### src/rtl/fetch_pc_unit_if.sv
// Fetch-side bus between the IF-stage PC unit and its neighbours (imem, predictor, ID, EX).
// BPU_PERF_EN adds the resolved-branch input and the two performance counters.
interface fetch_pc_unit_if #(
  parameter int ADDR_W = 32
);
  logic              stall;
  logic [31:0]       i_inst;
  logic [ADDR_W-1:0] o_pc;
  logic              o_B;
  logic              i_BrPre;
  logic              i_PreWrong;
  logic [ADDR_W-1:0] i_redirect_pc;
  logic              o_flush;
  logic [ADDR_W-1:0] o_pc_id;
  logic [31:0]       o_inst_id;
  logic              o_pred_id;
  logic              o_valid_id;
`ifdef BPU_PERF_EN
  logic              i_ex_is_br;
  logic [31:0]       o_br_cnt;
  logic [31:0]       o_miss_cnt;
`endif

  // Handshake: no valid/ready pair here. stall freezes the whole unit; i_PreWrong is
  // acted on only in an unstalled cycle, and EX keeps presenting it until then.
  modport slave (
    input  stall, i_inst, i_BrPre, i_PreWrong, i_redirect_pc,
`ifdef BPU_PERF_EN
    input  i_ex_is_br,
    output o_br_cnt, o_miss_cnt,
`endif
    output o_pc, o_B, o_flush, o_pc_id, o_inst_id, o_pred_id, o_valid_id
  );

  modport master (
    output stall, i_inst, i_BrPre, i_PreWrong, i_redirect_pc,
`ifdef BPU_PERF_EN
    output i_ex_is_br,
    input  o_br_cnt, o_miss_cnt,
`endif
    input  o_pc, o_B, o_flush, o_pc_id, o_inst_id, o_pred_id, o_valid_id
  );
endinterface

### src/rtl/fetch_pc_unit.sv
// IF-stage PC generator with pre-decode, predicted-branch/JAL steering, EX redirect and IF/ID register.
// Optional BPU_PERF_EN adds saturating resolved-branch and misprediction counters.
module fetch_pc_unit #(
  parameter int                ADDR_W   = 32,
  parameter logic [ADDR_W-1:0] RESET_PC = '0
) (
  input logic             clk,
  input logic             rst_n,
  fetch_pc_unit_if.slave  bus
);
  localparam logic [31:0] NOP = 32'h0000_0013;

  logic [31:0]       inst;
  logic              is_br;
  logic              is_jal;
  logic [ADDR_W-1:0] imm_b;
  logic [ADDR_W-1:0] imm_j;

  logic [ADDR_W-1:0] pc_q, pc_d;
  logic [ADDR_W-1:0] pc_id_q, pc_id_d;
  logic [31:0]       inst_id_q, inst_id_d;
  logic              pred_id_q, pred_id_d;
  logic              valid_id_q, valid_id_d;

  assign inst   = bus.i_inst;
  assign is_br  = (inst[6:0] == 7'b1100011);
  assign is_jal = (inst[6:0] == 7'b1101111);
  assign imm_b  = {{(ADDR_W-12){inst[31]}}, inst[7], inst[30:25], inst[11:8], 1'b0};
  assign imm_j  = {{(ADDR_W-20){inst[31]}}, inst[19:12], inst[20], inst[30:21], 1'b0};

  always_comb begin
    pc_d       = pc_q;
    pc_id_d    = pc_id_q;
    inst_id_d  = inst_id_q;
    pred_id_d  = pred_id_q;
    valid_id_d = valid_id_q;
    if (!bus.stall) begin
      if (bus.i_PreWrong) begin
        // The instruction now in IF came from the wrong path: drop it.
        pc_d       = bus.i_redirect_pc;
        inst_id_d  = NOP;
        pred_id_d  = 1'b0;
        valid_id_d = 1'b0;
      end else begin
        pc_id_d    = pc_q;
        inst_id_d  = inst;
        valid_id_d = 1'b1;
        if (is_br && bus.i_BrPre) begin
          pc_d      = pc_q + imm_b;
          pred_id_d = 1'b1;
        end else if (is_jal) begin
          pc_d      = pc_q + imm_j;
          pred_id_d = 1'b1;
        end else begin
          pc_d      = pc_q + ADDR_W'(4);
          pred_id_d = 1'b0;
        end
      end
    end
  end

  always_ff @(posedge clk) begin
    if (!rst_n) begin
      pc_q       <= RESET_PC;
      pc_id_q    <= '0;
      inst_id_q  <= NOP;
      pred_id_q  <= 1'b0;
      valid_id_q <= 1'b0;
    end else begin
      pc_q       <= pc_d;
      pc_id_q    <= pc_id_d;
      inst_id_q  <= inst_id_d;
      pred_id_q  <= pred_id_d;
      valid_id_q <= valid_id_d;
    end
  end

  assign bus.o_pc       = pc_q;
  assign bus.o_B        = is_br;
  assign bus.o_flush    = bus.i_PreWrong & ~bus.stall;
  assign bus.o_pc_id    = pc_id_q;
  assign bus.o_inst_id  = inst_id_q;
  assign bus.o_pred_id  = pred_id_q;
  assign bus.o_valid_id = valid_id_q;

`ifdef BPU_PERF_EN
  logic [31:0] br_cnt_q, br_cnt_d;
  logic [31:0] miss_cnt_q, miss_cnt_d;

  // Only unstalled cycles count: a stalled EX re-presents the same branch next cycle.
  always_comb begin
    br_cnt_d   = br_cnt_q;
    miss_cnt_d = miss_cnt_q;
    if (!bus.stall && bus.i_ex_is_br) begin
      if (br_cnt_q != 32'hFFFF_FFFF) br_cnt_d = br_cnt_q + 32'd1;
      if (bus.i_PreWrong && miss_cnt_q != 32'hFFFF_FFFF) miss_cnt_d = miss_cnt_q + 32'd1;
    end
  end

  always_ff @(posedge clk) begin
    if (!rst_n) begin
      br_cnt_q   <= '0;
      miss_cnt_q <= '0;
    end else begin
      br_cnt_q   <= br_cnt_d;
      miss_cnt_q <= miss_cnt_d;
    end
  end

  assign bus.o_br_cnt   = br_cnt_q;
  assign bus.o_miss_cnt = miss_cnt_q;
`endif
endmodule

### src/flat_wrapper.sv
// flat-port wrapper written by rule: the top's interface ports become plain ports
module fetch_pc_unit_flat 
#(
  parameter int                ADDR_W   = 32,
  parameter logic [ADDR_W-1:0] RESET_PC = '0
)
  (clk, rst_n, bus_stall, bus_i_inst, bus_i_BrPre, bus_i_PreWrong, bus_i_redirect_pc, bus_o_pc, bus_o_B, bus_o_flush, bus_o_pc_id, bus_o_inst_id, bus_o_pred_id, bus_o_valid_id);
  fetch_pc_unit_if #(.ADDR_W(ADDR_W)) bus_i ();
  input logic clk;
  input logic rst_n;
  input wire logic [$bits(bus_i.stall)-1:0] bus_stall;
  input wire logic [$bits(bus_i.i_inst)-1:0] bus_i_inst;
  input wire logic [$bits(bus_i.i_BrPre)-1:0] bus_i_BrPre;
  input wire logic [$bits(bus_i.i_PreWrong)-1:0] bus_i_PreWrong;
  input wire logic [$bits(bus_i.i_redirect_pc)-1:0] bus_i_redirect_pc;
  output wire logic [$bits(bus_i.o_pc)-1:0] bus_o_pc;
  output wire logic [$bits(bus_i.o_B)-1:0] bus_o_B;
  output wire logic [$bits(bus_i.o_flush)-1:0] bus_o_flush;
  output wire logic [$bits(bus_i.o_pc_id)-1:0] bus_o_pc_id;
  output wire logic [$bits(bus_i.o_inst_id)-1:0] bus_o_inst_id;
  output wire logic [$bits(bus_i.o_pred_id)-1:0] bus_o_pred_id;
  output wire logic [$bits(bus_i.o_valid_id)-1:0] bus_o_valid_id;
  assign bus_i.stall = bus_stall;
  assign bus_i.i_inst = bus_i_inst;
  assign bus_i.i_BrPre = bus_i_BrPre;
  assign bus_i.i_PreWrong = bus_i_PreWrong;
  assign bus_i.i_redirect_pc = bus_i_redirect_pc;
  assign bus_o_pc = bus_i.o_pc;
  assign bus_o_B = bus_i.o_B;
  assign bus_o_flush = bus_i.o_flush;
  assign bus_o_pc_id = bus_i.o_pc_id;
  assign bus_o_inst_id = bus_i.o_inst_id;
  assign bus_o_pred_id = bus_i.o_pred_id;
  assign bus_o_valid_id = bus_i.o_valid_id;
  fetch_pc_unit #(.ADDR_W(ADDR_W), .RESET_PC(RESET_PC)) u_core (.clk(clk), .rst_n(rst_n), .bus(bus_i));
endmodule
### config.mk
export PLATFORM = sky130hd
export DESIGN_NAME = fetch_pc_unit_flat
export DESIGN_NICKNAME = d
export VERILOG_FILES = /design/src/rtl/fetch_pc_unit_if.sv /design/src/rtl/fetch_pc_unit.sv /design/src/flat_wrapper.sv
export SDC_FILE = /design/constraint.sdc
export NUM_CORES = 1
export LEC_CHECK = 0
export BUFFER_PORTS_ARGS = -buffer_cell sky130_fd_sc_hd__clkbuf_2
export CAP_MARGIN = 40
export CORE_MARGIN = 5
export CORE_UTILIZATION = 55
export DETAILED_ROUTE_END_ITERATION = 6
export PLACE_DENSITY = 0.79
export SKIP_CTS_REPAIR_TIMING = 1
export SLEW_MARGIN = 20
export SYNTH_ARGS = -nofsm -noshare
export SYNTH_HDL_FRONTEND = slang
export SYNTH_SLANG_ARGS = --single-unit
### constraint.sdc
create_clock -name clk -period 3.6 [get_ports clk]
set_input_delay 0 -clock clk [delete_from_list [all_inputs] [get_ports clk]]
set_output_delay 0 -clock clk [all_outputs]
set_load 0.01 [all_outputs]
==> flow_metrics.py <==
metrics = {
    "critical_path": {
        "setup.worst_path.start": "u_core.bus.o_pc[2]$_SDFFE_PN0N_",
        "crit_buf_inv": 1,
        "r2r_setup_slack_ns": 0.35,
        "crit_type": "register to register",
        "reg_to_reg_critical_path_startpoint": "u_core.bus.o_pc[2]$_SDFFE_PN0N_",
        "critPathMaxFanout": 10,
        "timing.critical_path.from_type": "register",
        "critical-path-max-stage-delay_ns": 0.52,
        "cp.arrival_ns": 3.53,
        "critical_path.top_delay_family": "compound AO/OA/AOI/OAI gates",
        "crit_cells": 11,
        "worst_r2r_endpoint": "u_core.bus.o_pc[31]$_SDFFE_PN0N_",
        "timing.reg2reg.worst_path_depth": 11,
        "crit_required_ns": 3.88,
        "cp_slowest_cell": "sky130_fd_sc_hd__dfxtp_1",
        "timing.critical_path.to_type": "register",
        "worstPathCellList": "inv_1 > fa_1 > nand2b_1 > a21oi_2 > o2111ai_1 > o211ai_1 > a31oi_1 > o21ai_0 > o211ai_1 > a311o_1 > a31oi_1",
    },
    "timing": {
        "number_of_failing_hold_endpoints_at_the_final_stage": 7,
        "final-max-slew-violation-count": 0,
        "fin_tns_setup_ns": 0,
        "grt_setup_unrepaired": "false",
        "max_slew_margin": 0.491,
        "timing.final.crit_period_ns": 3.25,
        "fin_hold_ws_ns": -0.0514,
        "finalCritPeriodShare": 0.903,
        "finClkSkew_ns": 0.00694,
        "finalSetupViolCount": 0,
        "max_freq_mhz": 308,
        "worst_margin_pin_slew_ns": 0.762,
    },
    "job": {
        "maxCapViolCount": 0,
    },
    "cts": {
        "cts_htree_levels": 3,
        "numCtsBuffers": 9,
        "cts.reportedPaths.clkPinSlew_ns": 0.07,
        "worstSkewPairLatency_ns": 0.35,
        "clock_tree.root_cell": "sky130_fd_sc_hd__clkbuf_16",
        "cts_tree": "done",
        "cts_buffer_depth": 2,
        "cts.sinks": 98,
    },
    "power_and_ir_drop": {
        "p_switching_w": 0.00104,
        "leakage_nw": 3.87,
        "max-vdd-ir-drop_mv": 0.300,
        "p_per_area_nw_per_um2": 332,
        "pwr-share-clk": 0.316,
        "sequentialPowerShare": 0.392,
        "intPower_w": 0.00199,
        "power.combinational.fraction": 0.292,
        "power_w": 0.00303,
        "swShare": 0.343,
    },
    "floorplanning": {
        "die_h_um": 126,
        "fp.coreArea_sq_um": 13200,
        "die-area_sq_um": 15800,
        "num_io_pins": 169,
        "rows": 42,
        "initial_core_util": 0.557,
        "chipWidth_um": 126,
    },
    "placement": {
        "dp.final_hpwl_um": 19700,
        "placed_cells_incl_taps": 1311,
        "port_buffers": 168,
        "gp_congestion": 1.04,
    },
    "layout": {
        "seq_area_sq_um": 1960,
        "final_net_count": 1302,
        "synthToLayoutAreaGrowth_pct": 24.1,
        "drive_gt1_frac": 0.194,
        "antennaDiodeCount": 0,
        "multi_input_area_sq_um": 5050,
        "non_filler_instance_count_after_layout": 1368,
        "num-fill-cells": 1134,
        "final_util": 0.691,
    },
    "synthesis": {
        "synth-async-reset-ratio": 0,
        "ys.warnings.count": 0,
        "yosys_most_used_dff": "sky130_fd_sc_hd__dfxtp_1",
        "netlist.top_cell.by_area": "sky130_fd_sc_hd__dfxtp_1",
        "synth.net_count": 1115,
        "synth.top_cell.area_share": 0.267,
        "ys_seq_elements": 98,
        "synth.top_cells.by_area": "sky130_fd_sc_hd__dfxtp_1, sky130_fd_sc_hd__a21oi_1, sky130_fd_sc_hd__ha_1, sky130_fd_sc_hd__nand2_1, sky130_fd_sc_hd__nor2_1",
        "post_synth_num_cell_types": 69,
        "synthesis.area_sq_um": 7340,
        "synthCells": 1000,
        "synth.yosys.seq_area_share": 0.267,
        "synth-edff-count": 0,
        "synth_area_per_cell_sq_um": 7.34,
        "synthMostInstantiatedCell": "sky130_fd_sc_hd__nand2_1",
        "yosys-top-cells-count": "sky130_fd_sc_hd__nand2_1, sky130_fd_sc_hd__a21oi_1, sky130_fd_sc_hd__nor2_1",
    },
    "routing": {
        "drt_wl_total_um": 27300,
        "routed_wire_length_per_instance_um": 20.0,
        "remaining_drc_errors": 0,
        "dr.pass1.iters": 6,
        "drtAntennaViolNets": 0,
        "num_vias": 8678,
        "violation_count_after_the_first_detailed_routing_iteration": 873,
        "post_drt_via_cell_ratio": 6.34,
    },
    "global_route": {
        "grt_start_max_net_pins": 48,
        "first_global_vias": 7967,
        "global_route_wire_length_before_repair_um": 41400,
        "grt.overflow.total": 0,
        "antenna_found_initial": 0,
        "track_usage": 0.320,
    },
    "worst_hold_path": {
        "min_delay_path_depth": 3,
        "min_path_type": "primary input to register",
        "launch_point_of_the_worst_hold_path": "bus_i_redirect_pc[13]",
        "hold_path_end": "u_core.bus.o_pc[13]$_SDFFE_PN0N_",
    },
    "outcome": {
        "violated_checks": "hold timing",
        "status": "finished, violations left",
    },
}
-- power groups by stage --
stage	combinational, W	clock, W	sequential, W
floorplan	0.000531	0	0.00122
global placement	0.000819	0	0.00121
detailed placement	0.000824	0	0.00121
CTS	0.000830	0.000968	0.00118
global route	0.000957	0.00101	0.00119
finish	0.000886	0.000956	0.00119
-- layout by cell type (no fill, tap or decap), types with 4 or more instances in the layout --
master                          count
sky130_fd_sc_hd__dfxtp_1           98
sky130_fd_sc_hd__o21a_1             6
sky130_fd_sc_hd__nor2b_1            7
sky130_fd_sc_hd__and2_1             7
sky130_fd_sc_hd__nand4_1           12
sky130_fd_sc_hd__or2_2              6
sky130_fd_sc_hd__and4_1             7
sky130_fd_sc_hd__nor2_1            99
sky130_fd_sc_hd__o31ai_1            6
sky130_fd_sc_hd__nor4_1             7
sky130_fd_sc_hd__xnor2_1           26
sky130_fd_sc_hd__o22ai_1            5
sky130_fd_sc_hd__clkbuf_2         168
sky130_fd_sc_hd__o211ai_1          10
sky130_fd_sc_hd__ha_1              44
sky130_fd_sc_hd__and3_1             9
sky130_fd_sc_hd__o21ai_0           52
sky130_fd_sc_hd__a21oi_1          113
sky130_fd_sc_hd__o221ai_1          11
sky130_fd_sc_hd__o21bai_1           7
sky130_fd_sc_hd__o2111ai_1          4
sky130_fd_sc_hd__a31oi_1           15
sky130_fd_sc_hd__inv_1             23
sky130_fd_sc_hd__nor3_1            29
sky130_fd_sc_hd__buf_4             30
sky130_fd_sc_hd__a21o_1            17
sky130_fd_sc_hd__a211o_1            4
sky130_fd_sc_hd__a221o_1            5
sky130_fd_sc_hd__nand2b_1           9
sky130_fd_sc_hd__xor2_1            25
sky130_fd_sc_hd__clkbuf_16          9
sky130_fd_sc_hd__nand2_1          126
sky130_fd_sc_hd__nand3_1           31
sky130_fd_sc_hd__a22oi_1           34
sky130_fd_sc_hd__a211oi_1          23
sky130_fd_sc_hd__a221oi_1          10
sky130_fd_sc_hd__dlygate4sd3_1     41
sky130_fd_sc_hd__mux2i_1            5
-- flip-flops by register name, summed over array words and instances (netlist names) --
name and flops:
u_core.bus.o_pc_id 32, u_core.bus.o_pc 32, u_core.bus.o_inst_id 32, u_core.bus.o_valid_id 1, u_core.bus.o_pred_id 1
-- worst min-delay path: stages --
cell and delay [ns]:
sky130_fd_sc_hd__clkbuf_2 0.08, sky130_fd_sc_hd__a211oi_1 0.06, sky130_fd_sc_hd__nor3_1 0.12
-- worst max-delay path by stage --
stage	end	slack, ns
after global routing	u_core.bus.o_pc[31]$_SDFFE_PN0N_	0.09
final	u_core.bus.o_pc[31]$_SDFFE_PN0N_	0.35
after global placement	u_core.bus.o_pc[31]$_SDFFE_PN0N_	0.53
after CTS	u_core.bus.o_pc[31]$_SDFFE_PN0N_	0.35
after detailed placement	u_core.bus.o_pc[31]$_SDFFE_PN0N_	0.37
after floorplan	u_core.bus.o_pc[31]$_SDFFE_PN0N_	0.60
-- metrics by stage --
step           setup WS, ns  cell area, sq um
2_1_floorplan         0.604              7340
3_3_place_gp          0.526              8410
3_5_place_dp          0.370              8410
4_1_cts               0.350              8700
5_1_grt              0.0937              9110
6_report              0.350              9110
-- metal layers --
| metal | vias up | track usage | part of all wire |
|---|---|---|---|
| met5 | - | 0 | 0 |
| met4 | 0 | 0.129 | 0.035 |
| met3 | 75 | 0.0606 | 0.093 |
| met2 | 472 | 0.525 | 0.47 |
| met1 | 4067 | 0.415 | 0.41 |
| li1 | 4064 | - | - |
-- logic make-up after synthesis --
kind of cell             synth area share
AO/OA/AOI/OAI                       0.314
buffers and inverters              0.0465
multiplexers                      0.00835
adder cells (fa/ha/maj)            0.0805
AND/OR/NAND/NOR                     0.223
XOR/XNOR                           0.0608
flip-flops                          0.267
-- final cells by class --
type | count | share of cell area
repair buffers | 240 | 0.164
clock buffers | 11 | 0.0266
clock inverters | 5 | 0.00494
inverters | 26 | 0.0107
well taps | 176 | 0.0242
flip-flops and latches | 98 | 0.215
multi-input cells | 812 | 0.554
Note: power is estimated with default switching activity, not from simulation.
